===== src/rtl/if_stage_unit_pkg.sv =====
// Shared definitions for the instruction-fetch stage: widths, PC step,
// FSM state encoding and a PC increment helper.
package if_stage_unit_pkg;

    localparam int unsigned XLEN = 32;   // address width
    localparam int unsigned ILEN = 32;   // instruction width

    localparam logic [XLEN-1:0] PC_INC = 32'd4;

    typedef enum logic [1:0] {
        IDLE,
        FETCH,
        HOLD,
        DRAIN
    } fetch_state_t;

    // Sequential PC step; wraps modulo 2^32 with no error indication.
    function automatic logic [XLEN-1:0] pc_plus_inc(input logic [XLEN-1:0] pc);
        return pc + PC_INC;
    endfunction

endpackage


===== src/rtl/if_stage_unit_if.sv =====
// Instruction-memory request/ack bus between the fetch stage (master)
// and the instruction memory (slave). Zero-wait: ack may arrive in the
// same cycle as req.
interface if_stage_unit_if;
    import if_stage_unit_pkg::*;

    logic            imem_req;
    logic [XLEN-1:0] imem_addr;
    logic            imem_ack;
    logic [ILEN-1:0] imem_rdata;

    modport master (
        output imem_req,
        output imem_addr,
        input  imem_ack,
        input  imem_rdata
    );

    modport slave (
        input  imem_req,
        input  imem_addr,
        output imem_ack,
        output imem_rdata
    );

endinterface


===== src/rtl/if_stage_unit_if_id_reg.sv =====
// IF/ID pipeline register. Priority: flush > hold > load; with none of
// them asserted the register takes a bubble (valid cleared).
module if_id_reg
    import if_stage_unit_pkg::*;
(
    input  logic            clk,
    input  logic            rst,
    input  logic            load,
    input  logic            flush,
    input  logic            hold,
    input  logic [XLEN-1:0] load_pc,
    input  logic [ILEN-1:0] load_instr,
    output logic [XLEN-1:0] pc,
    output logic [ILEN-1:0] instr,
    output logic            valid
);

    // IF/ID state update with asynchronous active-low reset
    always_ff @(posedge clk or negedge rst) begin
        if (!rst) begin
            pc    <= '0;
            instr <= '0;
            valid <= 1'b0;
        end else if (flush) begin
            pc    <= '0;
            instr <= '0;
            valid <= 1'b0;
        end else if (!hold) begin
            if (load) begin
                pc    <= load_pc;
                instr <= load_instr;
                valid <= 1'b1;
            end else begin
                valid <= 1'b0;
            end
        end
    end

endmodule


===== src/rtl/if_stage_unit.sv =====
// Instruction-fetch stage: PC, fetch FSM, one-entry skid buffer for
// fetches that complete under a hazard, and a redirect register for
// branches that resolve while a fetch is still outstanding.
// Optional feature: define IF_STALL_COUNT_EN to add the stall_count port.
module if_stage_unit
    import if_stage_unit_pkg::*;
#(
    parameter logic [XLEN-1:0] RESET_PC = 32'h0000_0000
) (
    input  logic                clk,
    input  logic                rst,
    input  logic                hazard,
    input  logic                branch_taken,
    input  logic [XLEN-1:0]     branch_addr,
    if_stage_unit_if.master     imem,
    output logic [XLEN-1:0]     if_id_pc,
    output logic [ILEN-1:0]     if_id_instr,
    output logic                if_id_valid
`ifdef IF_STALL_COUNT_EN
    ,output logic [15:0]        stall_count
`endif
);

    fetch_state_t    state;
    fetch_state_t    next_state;

    logic [XLEN-1:0] pc;
    logic [XLEN-1:0] pc_next;
    logic [XLEN-1:0] pc_plus4;

    logic [XLEN-1:0] skid_pc;
    logic [ILEN-1:0] skid_instr;
    logic            skid_we;
    logic            skid_clr;

    logic [XLEN-1:0] redirect;
    logic            redirect_we;

    logic            id_load;
    logic            id_flush;
    logic            id_hold;
    logic [XLEN-1:0] id_load_pc;
    logic [ILEN-1:0] id_load_instr;

    assign pc_plus4 = pc_plus_inc(pc);

    // Request depends only on state, so reset drops it immediately.
    assign imem.imem_req  = (state == FETCH) || (state == DRAIN);
    assign imem.imem_addr = pc;

    // FSM state register
    always_ff @(posedge clk or negedge rst) begin
        if (!rst) begin
            state <= IDLE;
        end else begin
            state <= next_state;
        end
    end

    // Next-state, PC selection and IF/ID / skid / redirect controls
    always_comb begin
        next_state    = state;
        pc_next       = pc;
        skid_we       = 1'b0;
        skid_clr      = 1'b0;
        redirect_we   = 1'b0;
        id_load       = 1'b0;
        id_flush      = 1'b0;
        id_hold       = 1'b0;
        id_load_pc    = pc_plus4;
        id_load_instr = imem.imem_rdata;

        case (state)
            IDLE: begin
                next_state = FETCH;
                if (branch_taken) begin
                    pc_next  = branch_addr;
                    id_flush = 1'b1;
                end else begin
                    id_hold = 1'b1;
                end
            end

            FETCH: begin
                if (branch_taken) begin
                    id_flush = 1'b1;
                    skid_clr = 1'b1;
                    if (imem.imem_ack) begin
                        pc_next = branch_addr;
                    end else begin
                        redirect_we = 1'b1;
                        next_state  = DRAIN;
                    end
                end else if (imem.imem_ack) begin
                    pc_next = pc_plus4;
                    if (hazard) begin
                        skid_we    = 1'b1;
                        id_hold    = 1'b1;
                        next_state = HOLD;
                    end else begin
                        id_load = 1'b1;
                    end
                end else if (hazard) begin
                    id_hold = 1'b1;
                end
                // ack=0, hazard=0: no control asserted -> IF/ID bubble
            end

            HOLD: begin
                if (branch_taken) begin
                    pc_next    = branch_addr;
                    id_flush   = 1'b1;
                    skid_clr   = 1'b1;
                    next_state = FETCH;
                end else if (hazard) begin
                    id_hold = 1'b1;
                end else begin
                    id_load       = 1'b1;
                    id_load_pc    = skid_pc;
                    id_load_instr = skid_instr;
                    next_state    = FETCH;
                end
            end

            DRAIN: begin
                id_flush = 1'b1;
                if (branch_taken) begin
                    redirect_we = 1'b1;
                end
                // A branch arriving together with the ack wins over the
                // stored target, since it is the newest redirect.
                if (imem.imem_ack) begin
                    pc_next    = branch_taken ? branch_addr : redirect;
                    next_state = FETCH;
                end
            end

            default: begin
                next_state = IDLE;
            end
        endcase
    end

    // PC, skid buffer and redirect register
    always_ff @(posedge clk or negedge rst) begin
        if (!rst) begin
            pc         <= RESET_PC;
            skid_pc    <= '0;
            skid_instr <= '0;
            redirect   <= '0;
        end else begin
            pc <= pc_next;
            if (skid_clr) begin
                skid_pc    <= '0;
                skid_instr <= '0;
            end else if (skid_we) begin
                skid_pc    <= pc_plus4;
                skid_instr <= imem.imem_rdata;
            end
            if (redirect_we) begin
                redirect <= branch_addr;
            end
        end
    end

    if_id_reg u_if_id_reg (
        .clk        (clk),
        .rst        (rst),
        .load       (id_load),
        .flush      (id_flush),
        .hold       (id_hold),
        .load_pc    (id_load_pc),
        .load_instr (id_load_instr),
        .pc         (if_id_pc),
        .instr      (if_id_instr),
        .valid      (if_id_valid)
    );

`ifdef IF_STALL_COUNT_EN
    // Saturating count of cycles spent under a hazard without a redirect
    always_ff @(posedge clk or negedge rst) begin
        if (!rst) begin
            stall_count <= '0;
        end else if (hazard && !branch_taken && (stall_count != '1)) begin
            stall_count <= stall_count + 16'd1;
        end
    end
`endif

endmodule


===== src/flat_wrapper.sv =====
// flat-port wrapper written by rule: the top's interface ports become plain ports
module if_stage_unit_flat import if_stage_unit_pkg::*;
#(
    parameter logic [XLEN-1:0] RESET_PC = 32'h0000_0000
)
  (clk, rst, hazard, branch_taken, branch_addr, if_id_pc, if_id_instr, if_id_valid, imem_imem_req, imem_imem_addr, imem_imem_ack, imem_imem_rdata);
  if_stage_unit_if imem_i ();
  input  logic clk;
  input  logic rst;
  input  logic hazard;
  input  logic branch_taken;
  input  logic [XLEN-1:0] branch_addr;
  output logic [XLEN-1:0] if_id_pc;
  output logic [ILEN-1:0] if_id_instr;
  output logic if_id_valid;
  output wire logic [$bits(imem_i.imem_req)-1:0] imem_imem_req;
  output wire logic [$bits(imem_i.imem_addr)-1:0] imem_imem_addr;
  input wire logic [$bits(imem_i.imem_ack)-1:0] imem_imem_ack;
  input wire logic [$bits(imem_i.imem_rdata)-1:0] imem_imem_rdata;
  assign imem_imem_req = imem_i.imem_req;
  assign imem_imem_addr = imem_i.imem_addr;
  assign imem_i.imem_ack = imem_imem_ack;
  assign imem_i.imem_rdata = imem_imem_rdata;
  if_stage_unit #(.RESET_PC(RESET_PC)) u_core (.clk(clk), .rst(rst), .hazard(hazard), .branch_taken(branch_taken), .branch_addr(branch_addr), .imem(imem_i), .if_id_pc(if_id_pc), .if_id_instr(if_id_instr), .if_id_valid(if_id_valid));
endmodule

===== config.mk =====
export PLATFORM = sky130hd
export DESIGN_NAME = if_stage_unit_flat
export DESIGN_NICKNAME = d
export VERILOG_FILES = /design/src/rtl/if_stage_unit_pkg.sv /design/src/rtl/if_stage_unit_if.sv /design/src/rtl/if_stage_unit_if_id_reg.sv /design/src/rtl/if_stage_unit.sv /design/src/flat_wrapper.sv
export SDC_FILE = /design/constraint.sdc
export NUM_CORES = 1
export LEC_CHECK = 0
export BUFFER_PORTS_ARGS = -buffer_cell sky130_fd_sc_hd__buf_2
export CORE_MARGIN = 2
export CORE_UTILIZATION = 25
export CTS_CLUSTER_SIZE = 24
export DETAILED_ROUTE_END_ITERATION = 10
export PLACE_DENSITY = 0.41
export SYNTH_ARGS = -nofsm -noshare
export SYNTH_HDL_FRONTEND = slang
export SYNTH_HIERARCHICAL = 1
export SYNTH_SLANG_ARGS = --single-unit

===== constraint.sdc =====
create_clock -name clk -period 2.7 [get_ports clk]
set_input_delay 0.405 -clock clk [delete_from_list [all_inputs] [get_ports clk]]
set_output_delay 0.405 -clock clk [all_outputs]
set_load 0.05 [all_outputs]

-- Word-level counts from Yosys, hierarchy flattened
Index checks and enable logic that the tools add are counted.
- register bits: 195
- input port bits: 69
- output and inout port bits: 98
- word-level logic and storage cells: 82
- add/subtract/negate cells: 1
- equality and inequality tests: 11
- muxes and demuxes: 52
- reduce and logical (&&, ||, !) cells: 10
- operators by type and width (cell ; count):
    32-bit 2-to-1 mux ; 22
    32-bit case mux with 3 select lines ; 1
    32-bit by 3-bit adder with 32-bit output (second input constant) ; 1
    1-bit 2-to-1 mux ; 17
    2-bit 2-to-1 mux ; 7
    3-bit inequality test (second input constant) ; 4
    1-bit case mux with 2 select lines ; 4
    2-bit case mux with 4 select lines ; 1
    5-bit AND reduction ; 1
    2-bit equality test (second input constant) ; 2
    2-bit by 1-bit inequality test with 1-bit output (second input constant) ; 2
    2-bit inequality test (second input constant) ; 2
    2-bit nonzero test ; 2
    2-bit OR reduction ; 2
    3-bit AND reduction ; 1
    3-bit OR reduction ; 1
    2-bit by 1-bit equality test with 1-bit output (second input constant) ; 1
    2-bit logical NOT ; 1
    2-bit AND reduction ; 1
    1-bit logical OR ; 1

-- Logic depth before layout (Yosys ltp)
Gate-level depths: netlist of run 1.
- word-level depth: 7
- gate-level depth with buffers: 10
- gate-level depth less buffers: 8

-- Hierarchy
Netlist of run 1, hierarchy kept.
- by module, submodules not included (module ; instances ; cells an instance ; area each (um2) ; seq. area each (um2)):
    if_stage_unit ; 1 ; 795 ; 7253.2 ; 3253.1
    if_id_reg ; 1 ; 295 ; 3484.6 ; 1626.6

-- Worst setup path before layout of run 1
No wires, ideal clock.
- path type: register to register
- start point: register u_core.pc[7], in the netlist u_core/imem.imem_addr[7]
- end point: register u_core.u_if_id_reg.pc[23]
- library setup time: 0.076 ns
- arrival time: 2.505 ns
- data required time: 2.624 ns
- slack: 0.119 ns
- cell stages (with the launch flop): 9
- buffers on the path: 1
- period minus slack after synthesis: 2.581 ns
- cells stage by stage: dfrtp_1 -> buf_2 -> nand4_2 -> or4_4 -> or4_4 -> xor2_1 -> a21oi_1 -> nand4bb_1 -> o21ai_1
- longest elaborated chain between the ends: 7
- RTL lines (what ; line ; RTL):
    from (decl) ; if_stage_unit.sv:27 ; logic [XLEN-1:0] pc;
    from (signal assigned) ; if_stage_unit.sv:152 ; pc <= pc_next;
    32-bit by 3-bit adder with 32-bit output * ; if_stage_unit_pkg.sv:19 ; return pc + PC_INC;
    32-bit 2-to-1 mux ; if_stage_unit.sv:115 ; end else if (hazard) begin
    32-bit 2-to-1 mux ; if_stage_unit.sv:110 ; if (branch_taken) begin
    32-bit 2-to-1 mux * ; if_stage_unit.sv:73 ; case (state)
    named net u_core.id_load_pc[23] ; if_stage_unit.sv:42 ; logic [XLEN-1:0] id_load_pc;
    32-bit 2-to-1 mux * ; if_stage_unit_if_id_reg.sv:29 ; if (load) begin
    32-bit 2-to-1 mux * ; if_stage_unit_if_id_reg.sv:28 ; end else if (!hold) begin
    32-bit 2-to-1 mux * ; if_stage_unit_if_id_reg.sv:24 ; end else if (flush) begin
    to (signal assigned) ; if_stage_unit_if_id_reg.sv:30 ; pc <= load_pc;
    to (decl) ; if_stage_unit_if_id_reg.sv:13 ; output logic [XLEN-1:0] pc,
The timed path passes the listed nets; every way through them passes the cells marked *. The select of a mux whose other input is x is not followed.
A chain may end at the register's enable or synchronous reset.

-- Final worst setup path of run 1
- start point: register u_core.state[0]
- end point: output imem_imem_req
- longest elaborated chain between the ends: 2
- elaborated cells on any way between the ends: 3
- classes of those cells: 2 x eq/ne; 1 x reduce/logical
- RTL lines (what ; line ; RTL):
    from (decl) ; if_stage_unit.sv:24 ; fetch_state_t state;
    from (signal assigned) ; if_stage_unit.sv:56 ; state <= next_state;
    2-bit by 1-bit equality test with 1-bit output / 2-bit equality test (equally long branches) ; if_stage_unit.sv:48 ; assign imem.imem_req = (state == FETCH) || (state == DRAIN);
    1-bit logical OR * ; if_stage_unit.sv:48 ;
    to (decl) ; flat_wrapper.sv:16 ; output wire logic [$bits(imem_i.imem_req)-1:0] imem_imem_req;
Every way passes the cells marked *; elsewhere a longest branch is shown, timed or not.

==> metrics.txt, run 1 <==
# TYPE chip_impl_metric gauge
chip_impl_info{name="status",value="finished, final reports clean"} 1
chip_impl_metric{name="critical_path_buf_inv_count",unit=""} 3
chip_impl_metric{name="clock_tree.buffer_depth",unit=""} 2
chip_impl_metric{name="drt_first_pass_iters",unit=""} 5
chip_impl_metric{name="die_x",unit="um"} 211.2
chip_impl_metric{name="synth.lib_cells_used.distinct",unit=""} 59
chip_impl_metric{name="floorplan.initialDensity",unit=""} 0.2548
chip_impl_metric{name="cts-buffers-inserted",unit=""} 17
chip_impl_metric{name="power.total",unit="mW"} 13.21
chip_impl_metric{name="achievable-frequency",unit="MHz"} 411.7
chip_impl_metric{name="syn_avg_cell_area",unit="sq um"} 9.851
chip_impl_metric{name="postSynthRegisterBits",unit=""} 195
chip_impl_metric{name="slew_violations",unit=""} 0
chip_impl_metric{name="postRouteAntennaNets",unit=""} 0
chip_impl_metric{name="timing.final.setup_violations",unit=""} 0
chip_impl_info{name="crit_type",value="reg2out"} 1
chip_impl_metric{name="finalHoldViolations",unit=""} 0
chip_impl_info{name="critPathCaptureType",value="output port"} 1
chip_impl_metric{name="clk_pin_slew_worst_setup_hold_paths",unit="ps"} 70
chip_impl_metric{name="n_antenna_cell",unit=""} 0
chip_impl_metric{name="gpl.final_weighted_congestion",unit=""} 0.7802
chip_impl_metric{name="die-height",unit="um"} 211.2
chip_impl_metric{name="number_of_synthesized_flops_with_an_enable_pin",unit=""} 0
chip_impl_info{name="dominantRegCellSynth",value="sky130_fd_sc_hd__dfrtp_1"} 1
chip_impl_metric{name="postRouteWirelength",unit="mm"} 35.80
chip_impl_metric{name="syn_nets",unit=""} 1165
chip_impl_metric{name="finalInstanceArea",unit="sq um"} 12900
chip_impl_info{name="clock-root-buffer",value="sky130_fd_sc_hd__clkbuf_16"} 1
chip_impl_metric{name="critPathMaxStageDelay",unit="ps"} 520
chip_impl_metric{name="clkLatencyLatePin",unit="ps"} 460
chip_impl_metric{name="core_region_area",unit="sq um"} 42130
chip_impl_metric{name="placement.io_buffers",unit=""} 166
chip_impl_info{name="kind_of_cell_adding_the_most_delay_to_the_critical_path",value="adder cells"} 1
chip_impl_info{name="rsz0062_at_grt",value="false"} 1
chip_impl_metric{name="drt_first_iter_violations",unit=""} 450
chip_impl_metric{name="final.min_clock_period",unit="ps"} 2429
chip_impl_metric{name="arrival",unit="ps"} 2020
chip_impl_metric{name="worst-endpoint-required",unit="ps"} 2300
chip_impl_metric{name="core.rowCount",unit=""} 75
chip_impl_metric{name="vias",unit=""} 8733
chip_impl_metric{name="finish.net_count",unit=""} 1301
chip_impl_metric{name="maxCapViolations",unit=""} 0
chip_impl_metric{name="power_density",unit="nW/um^2"} 1024
chip_impl_metric{name="dp_hpwl",unit="mm"} 24.01
chip_impl_metric{name="final.setup_skew",unit="ps"} 10.28
chip_impl_metric{name="detail_route.drc_violations",unit=""} 0
chip_impl_metric{name="syn_inst",unit=""} 1090
chip_impl_metric{name="maxSlewHeadroom",unit=""} 0.3358
chip_impl_metric{name="crit_fanout",unit=""} 14
chip_impl_metric{name="placed_cells_incl_taps",unit=""} 1745
chip_impl_info{name="mostFrequentLayoutCells",value="195 x sky130_fd_sc_hd__dfrtp_1, 165 x sky130_fd_sc_hd__buf_2, 110 x sky130_fd_sc_hd__a21oi_1"} 1
chip_impl_metric{name="h-tree-depth",unit=""} 4
chip_impl_metric{name="total_negative_setup_slack",unit="ps"} 0
chip_impl_metric{name="cts.sinks",unit=""} 195
chip_impl_metric{name="floorplan.die_area",unit="sq um"} 44620
chip_impl_metric{name="yosysWarningCount",unit=""} 6
chip_impl_info{name="tritoncts_clock_tree",value="built"} 1
chip_impl_metric{name="final_worst_path_cycle_share",unit=""} 0.8995
chip_impl_metric{name="num_io_pins",unit=""} 167
chip_impl_info{name="critPathSlowestCell",value="sky130_fd_sc_hd__ha_1"} 1
chip_impl_metric{name="first_pass_grt_wire_length",unit="mm"} 55.52
chip_impl_info{name="worst_setup_path_start_kind",value="register"} 1
chip_impl_info{name="crit_path_cells",value="ha_1, nor2_1, buf_4, inv_1, buf_2"} 1
chip_impl_metric{name="worst-slew-pin-transition",unit="ps"} 996.4
chip_impl_metric{name="routed_via_density",unit=""} 4.912
chip_impl_metric{name="placement.cell_area",unit="sq um"} 12350
chip_impl_metric{name="ys_async_sr_fraction",unit=""} 1.000
chip_impl_metric{name="fraction_of_layout_cells_with_a_size_suffix_above_1",unit=""} 0.3019
chip_impl_metric{name="grtUsageTotal",unit=""} 0.1639
chip_impl_metric{name="power.leakage",unit="nW"} 5.643
chip_impl_metric{name="routedWlPerCell",unit="um"} 20.14
chip_impl_metric{name="ir_drop",unit="V"} 0.0007277
chip_impl_metric{name="syn-cell-area",unit="sq um"} 10740
chip_impl_metric{name="number_of_global_route_vias_before_repair",unit=""} 8871
chip_impl_info{name="layout.cells.most_common",value="sky130_fd_sc_hd__dfrtp_1"} 1
chip_impl_metric{name="area_delta_synth_final",unit="%"} 20.10
chip_impl_metric{name="grt_start_max_net_pins",unit=""} 92
chip_impl_metric{name="antenna_found_initial",unit=""} 1
chip_impl_info{name="hp-class",value="in2reg"} 1
chip_impl_metric{name="global_route.overflow_total",unit=""} 0
chip_impl_metric{name="finalNonFillerCells",unit=""} 1778
chip_impl_metric{name="share_of_synthesized_area_occupied_by_flip_flops_and_latches",unit=""} 0.4544
==> worst reg2reg max path: stages, from the launching register on <==
cell	delay, ps
sky130_fd_sc_hd__dfrtp_1	450
sky130_fd_sc_hd__inv_1	330
sky130_fd_sc_hd__ha_1	350
sky130_fd_sc_hd__a21oi_1	200
sky130_fd_sc_hd__nor3_2	70
sky130_fd_sc_hd__buf_4	200
sky130_fd_sc_hd__nor2b_4	140
sky130_fd_sc_hd__buf_12	380
sky130_fd_sc_hd__o21ai_1	190
==> cell usage after synthesis, drive strengths merged (5+ instances only) <==
library cell	n	area, sq um
a31oi	8	50.05
a21oi	110	550.5
nand4bb	64	720.7
nand2b	65	406.6
dfrtp	195	4880
nand2	107	401.6
o21ai	112	710.7
xnor2	12	105.1
o21a	12	90.09
nand4	7	50.05
ha	6	75.07
nor2	58	217.7
a2bb2oi	8	70.07
a22oi	8	60.06
buf	42	271.5
mux2	74	833.3
o22a	12	105.1
o2bb2ai	8	70.07
inv	7	26.28
nand3	44	220.2
xor2	16	140.1
clkbuf	55	207.7
and4	5	43.79
==> flip-flops by register name (all words and copies together) (netlist names) <==
register                  count
u_core/state                  2
u_core/u_if_id_reg/valid      1
u_core/redirect              32
u_core/imem.imem_addr        32
u_core/u_if_id_reg/pc        32
u_core/skid_instr            32
u_core/skid_pc               32
u_core/u_if_id_reg/instr     32
==> kinds of logic after synthesis <==
kind of cell | Yosys count | synth area share
flip-flops | 195 | 0.4544
AO/OA/AOI/OAI | 303 | 0.1777
buffers and inverters | 104 | 0.04708
adder cells (fa/ha/maj) | 6 | 0.006991
AND/OR/NAND/NOR | 376 | 0.2096
XOR/XNOR | 28 | 0.02284
multiplexers | 78 | 0.08133
==> cell type report <==
type | count | area (sq um)
clock buffers | 20 | 446.7
multi-input cells | 791 | 5406
repair buffers | 214 | 1378
clock inverters | 12 | 85.08
inverters | 7 | 26.28
fillers | 4406 | 29240
well taps | 539 | 674.4
flip-flops and latches | 195 | 4880
==> through the flow <==
stage	setup WS, ps	hold slack (ps)	utilization
2_1_floorplan	118.6	109.4	-
3_3_place_gp	310.2	468.3	0.2932
3_5_place_dp	286.4	468.0	0.2932
4_1_cts	220.1	127.3	0.3061
5_1_grt	73.33	147.0	0.3061
6_report	271.2	159.6	0.3061
==> worst paths after layout <==
check	from	to	slack [ps]	cells after the start
max	u_core/state[0]	imem_imem_req	270	5
min	imem_imem_rdata[3]	u_core/skid_instr[3]	160	3
max reg2reg	u_core/state[0]	u_core/u_if_id_reg/pc[14]	270	8
min reg2reg	u_core/skid_pc[26]	u_core/skid_pc[26]	500	2
max in group asynchronous	rst	u_core/u_if_id_reg/pc[22]	1490	3
min in group asynchronous	rst	u_core/u_if_id_reg/instr[30]	500	2
==> metal layers <==
metal  up-vias  part of all wire  wire length, um  GRT usage
met3        19             0.046             1662    0.03836
met1      4354              0.46            16400     0.2172
met4         2            0.0093              332    0.03521
met5         -           0.00036               13          0
li1       4179                 -                -          -
met2       179              0.49            17390     0.2719
==> repair_timing <==
item | 4_1_cts | 5_1_grt
endpoints found under the setup margin | 0 | 0
hold buffers | 1 | 0
gates resized for setup | 0 | 0
setup buffers | 0 | 0
endpoints found under the hold margin | 29 | 0
==> power breakdown <==
group	switching (mW)	leakage [nW]	internal (mW)
clock	1.23	0.252	1.20
sequential	0.644	2.56	3.73
combinational	4.06	2.83	2.35
total	5.93	5.64	7.28
No activity file was read; power rests on OpenSTA's default activity.
==> run 2, diff against run 1 <==
--- a/config.mk
+++ b/config.mk
@@ -10,6 +10,7 @@
 export CORE_UTILIZATION = 25
 export CTS_CLUSTER_SIZE = 24
 export DETAILED_ROUTE_END_ITERATION = 10
+export GPL_TIMING_DRIVEN = 0
 export PLACE_DENSITY = 0.41
 export SYNTH_ARGS = -nofsm -noshare
 export SYNTH_HDL_FRONTEND = slang
==> metrics.txt, run 2 (synthesis gave the netlist of run 1 again) <==
# TYPE chip_impl_metric gauge
chip_impl_metric{name="area_delta_synth_final",unit="%"} 21.35
chip_impl_metric{name="critPathMaxStageDelay",unit="ps"} 460
chip_impl_metric{name="die-height",unit="um"} 211.2
chip_impl_metric{name="clkLatencyLatePin",unit="ps"} 460
chip_impl_metric{name="placement.cell_area",unit="sq um"} 12270
chip_impl_metric{name="crit_fanout",unit=""} 10
chip_impl_metric{name="postRouteWirelength",unit="mm"} 37.84
chip_impl_metric{name="setup.reg_to_reg.worst_slack",unit="ps"} 120
chip_impl_info{name="crit_type",value="reg2reg"} 1
chip_impl_metric{name="worst-slew-pin-transition",unit="ps"} 889.9
chip_impl_metric{name="h-tree-depth",unit=""} 4
chip_impl_metric{name="gpl.final_weighted_congestion",unit=""} 0.8133
chip_impl_metric{name="grt_start_max_net_pins",unit=""} 106
chip_impl_metric{name="arrival",unit="ps"} 2980
chip_impl_metric{name="power_density",unit="nW/um^2"} 1047
chip_impl_metric{name="detail_route.drc_violations",unit=""} 0
chip_impl_info{name="critPathCaptureType",value="register"} 1
chip_impl_metric{name="routedWlPerCell",unit="um"} 20.69
chip_impl_metric{name="grtUsageTotal",unit=""} 0.1731
chip_impl_metric{name="fraction_of_layout_cells_with_a_size_suffix_above_1",unit=""} 0.3023
chip_impl_metric{name="num_io_pins",unit=""} 167
chip_impl_info{name="crit_path_cells",value="ha_1, clkbuf_1, a21oi_1, nand2_1, clkbuf_1, a21oi_1, o21ai_0, o21a_1"} 1
chip_impl_metric{name="floorplan.initialDensity",unit=""} 0.2548
chip_impl_info{name="layout.cells.most_common",value="sky130_fd_sc_hd__dfrtp_1"} 1
chip_impl_metric{name="drt_first_iter_violations",unit=""} 551
chip_impl_metric{name="postRouteAntennaNets",unit=""} 0
chip_impl_metric{name="net-switching-power",unit="mW"} 6.116
chip_impl_metric{name="clock_tree.buffer_depth",unit=""} 2
chip_impl_metric{name="worst_r2r_path_depth",unit=""} 8
chip_impl_metric{name="timing.final.setup_violations",unit=""} 0
chip_impl_metric{name="final.min_clock_period",unit="ps"} 2577
chip_impl_info{name="mostFrequentLayoutCells",value="193 x sky130_fd_sc_hd__dfrtp_1, 188 x sky130_fd_sc_hd__buf_2, 110 x sky130_fd_sc_hd__a21oi_1"} 1
chip_impl_info{name="timing.rr.start",value="u_core/state[0]"} 1
chip_impl_info{name="critPathSlowestCell",value="sky130_fd_sc_hd__dfrtp_2"} 1
chip_impl_metric{name="power.share.clock",unit=""} 0.207
chip_impl_metric{name="power.share.switching",unit=""} 0.4485
chip_impl_metric{name="core_region_area",unit="sq um"} 42130
chip_impl_metric{name="routed_via_density",unit=""} 4.943
chip_impl_info{name="r2r_endpoint",value="u_core/imem.imem_addr[22]"} 1
chip_impl_metric{name="worst-endpoint-required",unit="ps"} 3100
chip_impl_metric{name="maxCapViolations",unit=""} 0
chip_impl_metric{name="global_route.overflow_total",unit=""} 0
chip_impl_metric{name="dp_hpwl",unit="mm"} 27.59
chip_impl_metric{name="finalNonFillerCells",unit=""} 1829
chip_impl_info{name="status",value="finished, final reports clean"} 1
chip_impl_metric{name="clk_pin_slew_worst_setup_hold_paths",unit="ps"} 70
chip_impl_metric{name="fill_cells",unit=""} 4481
chip_impl_info{name="worst_setup_path_start_kind",value="register"} 1
chip_impl_metric{name="slew_violations",unit=""} 0
chip_impl_metric{name="placed_cells_incl_taps",unit=""} 1794
chip_impl_metric{name="internal_power",unit="mW"} 7.520
chip_impl_metric{name="final_util",unit=""} 0.3093
chip_impl_metric{name="power.leakage",unit="nW"} 5.716
chip_impl_metric{name="dp_slack",unit="ps"} -733.7
chip_impl_metric{name="achievable-frequency",unit="MHz"} 388.0
chip_impl_metric{name="setup_slack",unit="ps"} 122.7
chip_impl_metric{name="maxSlewHeadroom",unit=""} 0.4067
chip_impl_metric{name="pwr-share-comb",unit=""} 0.467
chip_impl_metric{name="multi_input_comb_area",unit="sq um"} 5416
chip_impl_metric{name="die_x",unit="um"} 211.2
chip_impl_metric{name="placement.io_buffers",unit=""} 164
chip_impl_metric{name="antenna_found_initial",unit=""} 0
chip_impl_metric{name="holdWs",unit="ps"} 4.963
chip_impl_metric{name="finalHoldViolations",unit=""} 0
chip_impl_metric{name="vias",unit=""} 9040
chip_impl_metric{name="number_of_global_route_vias_before_repair",unit=""} 9201
chip_impl_metric{name="power.total",unit="mW"} 13.64
chip_impl_info{name="hp-class",value="in2async"} 1
chip_impl_metric{name="final.setup_skew",unit="ps"} 9.944
chip_impl_metric{name="cts-buffers-inserted",unit=""} 17
chip_impl_metric{name="core.rowCount",unit=""} 75
chip_impl_metric{name="cts.sinks",unit=""} 195
chip_impl_info{name="clock-root-buffer",value="sky130_fd_sc_hd__clkbuf_16"} 1
chip_impl_metric{name="ff_latch_area",unit="sq um"} 4882
chip_impl_metric{name="part_of_the_total_power_dissipated_in_sequential_elements",unit=""} 0.327
chip_impl_metric{name="total_negative_setup_slack",unit="ps"} 0
chip_impl_metric{name="drt_first_pass_iters",unit=""} 5
chip_impl_metric{name="finish.net_count",unit=""} 1352
chip_impl_metric{name="first_pass_grt_wire_length",unit="mm"} 57.94
chip_impl_metric{name="ir_drop",unit="V"} 0.0005918
chip_impl_metric{name="n_antenna_cell",unit=""} 0
chip_impl_info{name="tritoncts_clock_tree",value="built"} 1
chip_impl_metric{name="final_worst_path_cycle_share",unit=""} 0.9546
chip_impl_metric{name="finalInstanceArea",unit="sq um"} 13030
chip_impl_metric{name="floorplan.die_area",unit="sq um"} 44620
[run 2: cell types whose count changed in the layout (fill, tap and decap cells not counted), moves of 4 or more]
cell                        delta
sky130_fd_sc_hd__clkbuf_2     +14
sky130_fd_sc_hd__buf_1         +6
sky130_fd_sc_hd__buf_12       -14
sky130_fd_sc_hd__clkbuf_1     +34
sky130_fd_sc_hd__buf_2        +23
sky130_fd_sc_hd__bufinv_16     +4
sky130_fd_sc_hd__buf_4        -27
sky130_fd_sc_hd__buf_6        +11
[run 2: timing repair]
action / in CTS / in global routing
hold buffers: 0 / 0
gates resized for setup: 18 / 24
hold endpoints to repair: 0 / 0
setup endpoints to repair: 130 / 150
buffers inserted: 0 / 5
[run 2: routing by layer]
layer	vias up	part of all wire	wire length, um	track usage
met5	-	0	0	0
met2	202	0.48	18220	0.2847
met3	21	0.042	1607	0.03405
met1	4536	0.46	17540	0.2351
met4	0	0.012	467	0.03764
li1	4281	-	-	-
[run 2: final cells by class]
type                    instances  area share
inverters                       7    0.002305
clock buffers                  17     0.03265
repair buffers                170     0.06875
clock inverters                15     0.01584
flip-flops and latches        195      0.3747
well taps                     539     0.05176
plain buffers                  95     0.03831
multi-input cells             791      0.4157
[run 2: power by group through the flow]
stage | clock (mW) | combinational (mW) | sequential (mW)
floorplan | 0 | 3.46 | 5.27
CTS | 2.92 | 6.34 | 4.44
detailed placement | 0 | 6.30 | 4.49
finish | 2.82 | 6.36 | 4.45
global placement | 0 | 6.27 | 4.47
global route | 3.05 | 6.89 | 4.59
[run 2: critical path, delay by kind of cell, from the launching register on]
kind	cells	cell delay, ps
AND/OR/NAND/NOR	1	270
AO/OA/AOI/OAI	4	810
adder cells (fa/ha/maj)	1	170
flip-flops	1	460
buffers and inverters	2	810
[run 2: worst max-delay path by stage]
stage / to / cells past startpoint / slack, ps / start
2_1_floorplan: u_core/u_if_id_reg/pc[23] / 8 / 120 / u_core/imem.imem_addr[7]
3_3_place_gp: u_core/u_if_id_reg/pc[15] / 1 / -2690 / rst
3_5_place_dp: u_core/u_if_id_reg/pc[14] / 10 / -730 / u_core/state[0]
4_1_cts: u_core/u_if_id_reg/pc[14] / 9 / 10 / u_core/state[0]
5_1_grt: u_core/skid_instr[12] / 8 / -8 / u_core/state[1]
6_report: u_core/imem.imem_addr[22] / 8 / 120 / u_core/state[0]
==> run 3, diff against run 2 <==
==> constraint.sdc (replaced) <==
create_clock -name clk -period 2.87 [get_ports clk]
set_input_delay 0.4305 -clock clk [delete_from_list [all_inputs] [get_ports clk]]
set_output_delay 0.4305 -clock clk [all_outputs]
set_load 0.05 [all_outputs]
==> metrics.txt, run 3 (synthesis gave the netlist of run 1 again) <==
# TYPE chip_impl_metric gauge
chip_impl_metric{name="internal_power",unit="mW"} 7.035
chip_impl_metric{name="power.leakage",unit="nW"} 5.706
chip_impl_metric{name="clock_tree.buffer_depth",unit=""} 2
chip_impl_metric{name="routedWlPerCell",unit="um"} 20.66
chip_impl_metric{name="slew_violations",unit=""} 0
chip_impl_metric{name="cts-buffers-inserted",unit=""} 17
chip_impl_metric{name="final.min_clock_period",unit="ps"} 2698
chip_impl_metric{name="finish.net_count",unit=""} 1350
chip_impl_metric{name="global_route.overflow_total",unit=""} 0
chip_impl_metric{name="number_of_global_route_vias_before_repair",unit=""} 9205
chip_impl_metric{name="placement.io_buffers",unit=""} 164
chip_impl_metric{name="n_antenna_cell",unit=""} 0
chip_impl_metric{name="ff_latch_area",unit="sq um"} 4880
chip_impl_metric{name="die-height",unit="um"} 211.2
chip_impl_metric{name="critPathMaxStageDelay",unit="ps"} 500
chip_impl_metric{name="fill_cells",unit=""} 4480
chip_impl_metric{name="setup.reg_to_reg.worst_slack",unit="ps"} 170
chip_impl_metric{name="detail_route.drc_violations",unit=""} 0
chip_impl_info{name="mostFrequentLayoutCells",value="195 x sky130_fd_sc_hd__dfrtp_1, 187 x sky130_fd_sc_hd__buf_2, 110 x sky130_fd_sc_hd__a21oi_1"} 1
chip_impl_metric{name="drt_first_pass_iters",unit=""} 5
chip_impl_info{name="clock-root-buffer",value="sky130_fd_sc_hd__clkbuf_16"} 1
chip_impl_info{name="crit_type",value="reg2reg"} 1
chip_impl_metric{name="fraction_of_layout_cells_with_a_size_suffix_above_1",unit=""} 0.2919
chip_impl_metric{name="vias",unit=""} 9012
chip_impl_metric{name="final.setup_skew",unit="ps"} 9.744
chip_impl_info{name="critPathSlowestCell",value="sky130_fd_sc_hd__clkbuf_1"} 1
chip_impl_metric{name="first_pass_grt_wire_length",unit="mm"} 57.90
chip_impl_info{name="worst_setup_path_start_kind",value="register"} 1
chip_impl_metric{name="postRouteAntennaNets",unit=""} 0
chip_impl_metric{name="pwr-share-comb",unit=""} 0.464
chip_impl_metric{name="h-tree-depth",unit=""} 4
chip_impl_metric{name="floorplan.die_area",unit="sq um"} 44620
chip_impl_info{name="r2r_endpoint",value="u_core/u_if_id_reg/pc[14]"} 1
chip_impl_metric{name="cts.sinks",unit=""} 195
chip_impl_metric{name="area_delta_synth_final",unit="%"} 20.73
chip_impl_metric{name="power.share.clock",unit=""} 0.208
chip_impl_info{name="crit_path_cells",value="ha_1, clkbuf_1, clkbuf_1, or2_2, buf_6, buf_2, nand4bb_1, o21ai_1"} 1
chip_impl_info{name="layout.cells.most_common",value="sky130_fd_sc_hd__dfrtp_1"} 1
chip_impl_info{name="kind_of_cell_adding_the_most_delay_to_the_critical_path",value="buffers and inverters"} 1
chip_impl_metric{name="arrival",unit="ps"} 3040
chip_impl_metric{name="worst-endpoint-required",unit="ps"} 3210
chip_impl_info{name="tritoncts_clock_tree",value="built"} 1
chip_impl_metric{name="finalHoldViolations",unit=""} 0
chip_impl_info{name="critPathCaptureType",value="register"} 1
chip_impl_metric{name="routed_via_density",unit=""} 4.933
chip_impl_metric{name="clk_pin_slew_worst_setup_hold_paths",unit="ps"} 70
chip_impl_metric{name="clkLatencyLatePin",unit="ps"} 460
chip_impl_info{name="timing.rr.start",value="u_core/state[0]"} 1
chip_impl_metric{name="gpl.final_weighted_congestion",unit=""} 0.8133
chip_impl_metric{name="core.rowCount",unit=""} 75
chip_impl_metric{name="part_of_the_total_power_dissipated_in_sequential_elements",unit=""} 0.327
chip_impl_metric{name="dp_slack",unit="ps"} -563.7
chip_impl_metric{name="worst_r2r_path_depth",unit=""} 8
chip_impl_metric{name="grt_start_max_net_pins",unit=""} 106
chip_impl_metric{name="power_density",unit="nW/um^2"} 984.4
chip_impl_metric{name="multi_input_comb_area",unit="sq um"} 5379
chip_impl_metric{name="crit_fanout",unit=""} 10
chip_impl_metric{name="net-switching-power",unit="mW"} 5.726
chip_impl_metric{name="grtUsageTotal",unit=""} 0.1730
chip_impl_metric{name="power.share.switching",unit=""} 0.4487
chip_impl_info{name="timing.critical_path.mode_cell",value="sky130_fd_sc_hd__clkbuf_1"} 1
chip_impl_metric{name="maxSlewHeadroom",unit=""} 0.4081
chip_impl_metric{name="timing.final.setup_violations",unit=""} 0
chip_impl_metric{name="final_worst_path_cycle_share",unit=""} 0.9401
chip_impl_metric{name="power.total",unit="mW"} 12.76
chip_impl_metric{name="ir_drop",unit="V"} 0.0005600
chip_impl_info{name="hp-class",value="in2async"} 1
chip_impl_metric{name="core_region_area",unit="sq um"} 42130
chip_impl_metric{name="die_x",unit="um"} 211.2
chip_impl_metric{name="postRouteWirelength",unit="mm"} 37.74
chip_impl_metric{name="drt_first_iter_violations",unit=""} 551
chip_impl_metric{name="holdWs",unit="ps"} 28.63
chip_impl_metric{name="dp_hpwl",unit="mm"} 27.59
chip_impl_metric{name="floorplan.initialDensity",unit=""} 0.2548
chip_impl_metric{name="setup_slack",unit="ps"} 171.9
chip_impl_info{name="rsz0062_at_grt",value="true"} 1
chip_impl_metric{name="critical_path_buf_inv_count",unit=""} 4
chip_impl_metric{name="worst-slew-pin-transition",unit="ps"} 887.9
chip_impl_info{name="status",value="finished, final reports clean"} 1
chip_impl_metric{name="achievable-frequency",unit="MHz"} 370.6
chip_impl_metric{name="maxCapViolations",unit=""} 0
chip_impl_metric{name="num_io_pins",unit=""} 167
chip_impl_metric{name="antenna_found_initial",unit=""} 0
-- run 3: cell count changes in the layout (fill, tap and decap cells not counted), sizes merged --
cell	before	now
inv	9	10
buf	213	207
clkinvlp	5	4
clkbuf	69	73
-- run 3: worst max-delay path by stage --
stage	startpoint	endpoint	slack, ps	cells after the start
after detailed placement	u_core/state[0]	u_core/u_if_id_reg/pc[14]	-560	10
after global placement	rst	u_core/u_if_id_reg/pc[15]	-2550	1
after floorplan	u_core/imem.imem_addr[7]	u_core/u_if_id_reg/pc[23]	290	8
final	u_core/state[0]	u_core/u_if_id_reg/pc[14]	170	8
after CTS	u_core/state[0]	u_core/imem.imem_addr[16]	10	7
after global routing	u_core/state[1]	u_core/skid_pc[3]	-3	9
-- run 3: worst register-to-register path, stage by stage (launching register included) --
cell,delay [ps]
sky130_fd_sc_hd__dfrtp_1,470
sky130_fd_sc_hd__ha_1,180
sky130_fd_sc_hd__clkbuf_1,360
sky130_fd_sc_hd__clkbuf_1,500
sky130_fd_sc_hd__or2_2,350
sky130_fd_sc_hd__buf_6,210
sky130_fd_sc_hd__buf_2,250
sky130_fd_sc_hd__nand4bb_1,180
sky130_fd_sc_hd__o21ai_1,90
-- run 3: timing repair --
item | 4_1_cts | 5_1_grt
gates resized for setup | 9 | 21
buffers inserted | 0 | 2
setup endpoints to repair | 96 | 118
hold buffers | 0 | 0
-- run 3: layer usage --
metal / routed length (um) / up-vias / global-route usage
met5: 0 / - / 0
met4: 404 / 0 / 0.03764
met2: 18190 / 196 / 0.2847
li1: - / 4288 / -
met3: 1511 / 19 / 0.03360
met1: 17630 / 4509 / 0.2352
-- run 3: per-stage QoR --
stage,TNS (ps),util,instances,instance area [sq um]
after floorplan,0,-,1090,10740
after global placement,-523290,0.2903,1793,12230
after detailed placement,-29540,0.2912,1794,12270
after CTS,0,0.3065,1825,12910
after global routing,-2.547,0.3077,1827,12960
final,0,0.3077,1827,12960
-- run 3: power by group through the flow --
stage	clock (mW)	combinational [mW]	sequential (mW)
floorplan	0	3.25	4.96
global placement	0	5.90	4.21
detailed placement	0	5.92	4.23
CTS	2.75	5.95	4.18
global route	2.87	6.43	4.30
finish	2.66	5.93	4.18
-- run 3: cell type report --
class | count | area share
Clock buffer | 17 | 0.03282
Multi-Input combinational cell | 791 | 0.4149
Inverter | 7 | 0.002027
Sequential cell | 195 | 0.3764
Timing Repair Buffer | 167 | 0.06737
Clock inverter | 15 | 0.01593
Tap cell | 539 | 0.05202
Buffer | 96 | 0.03851
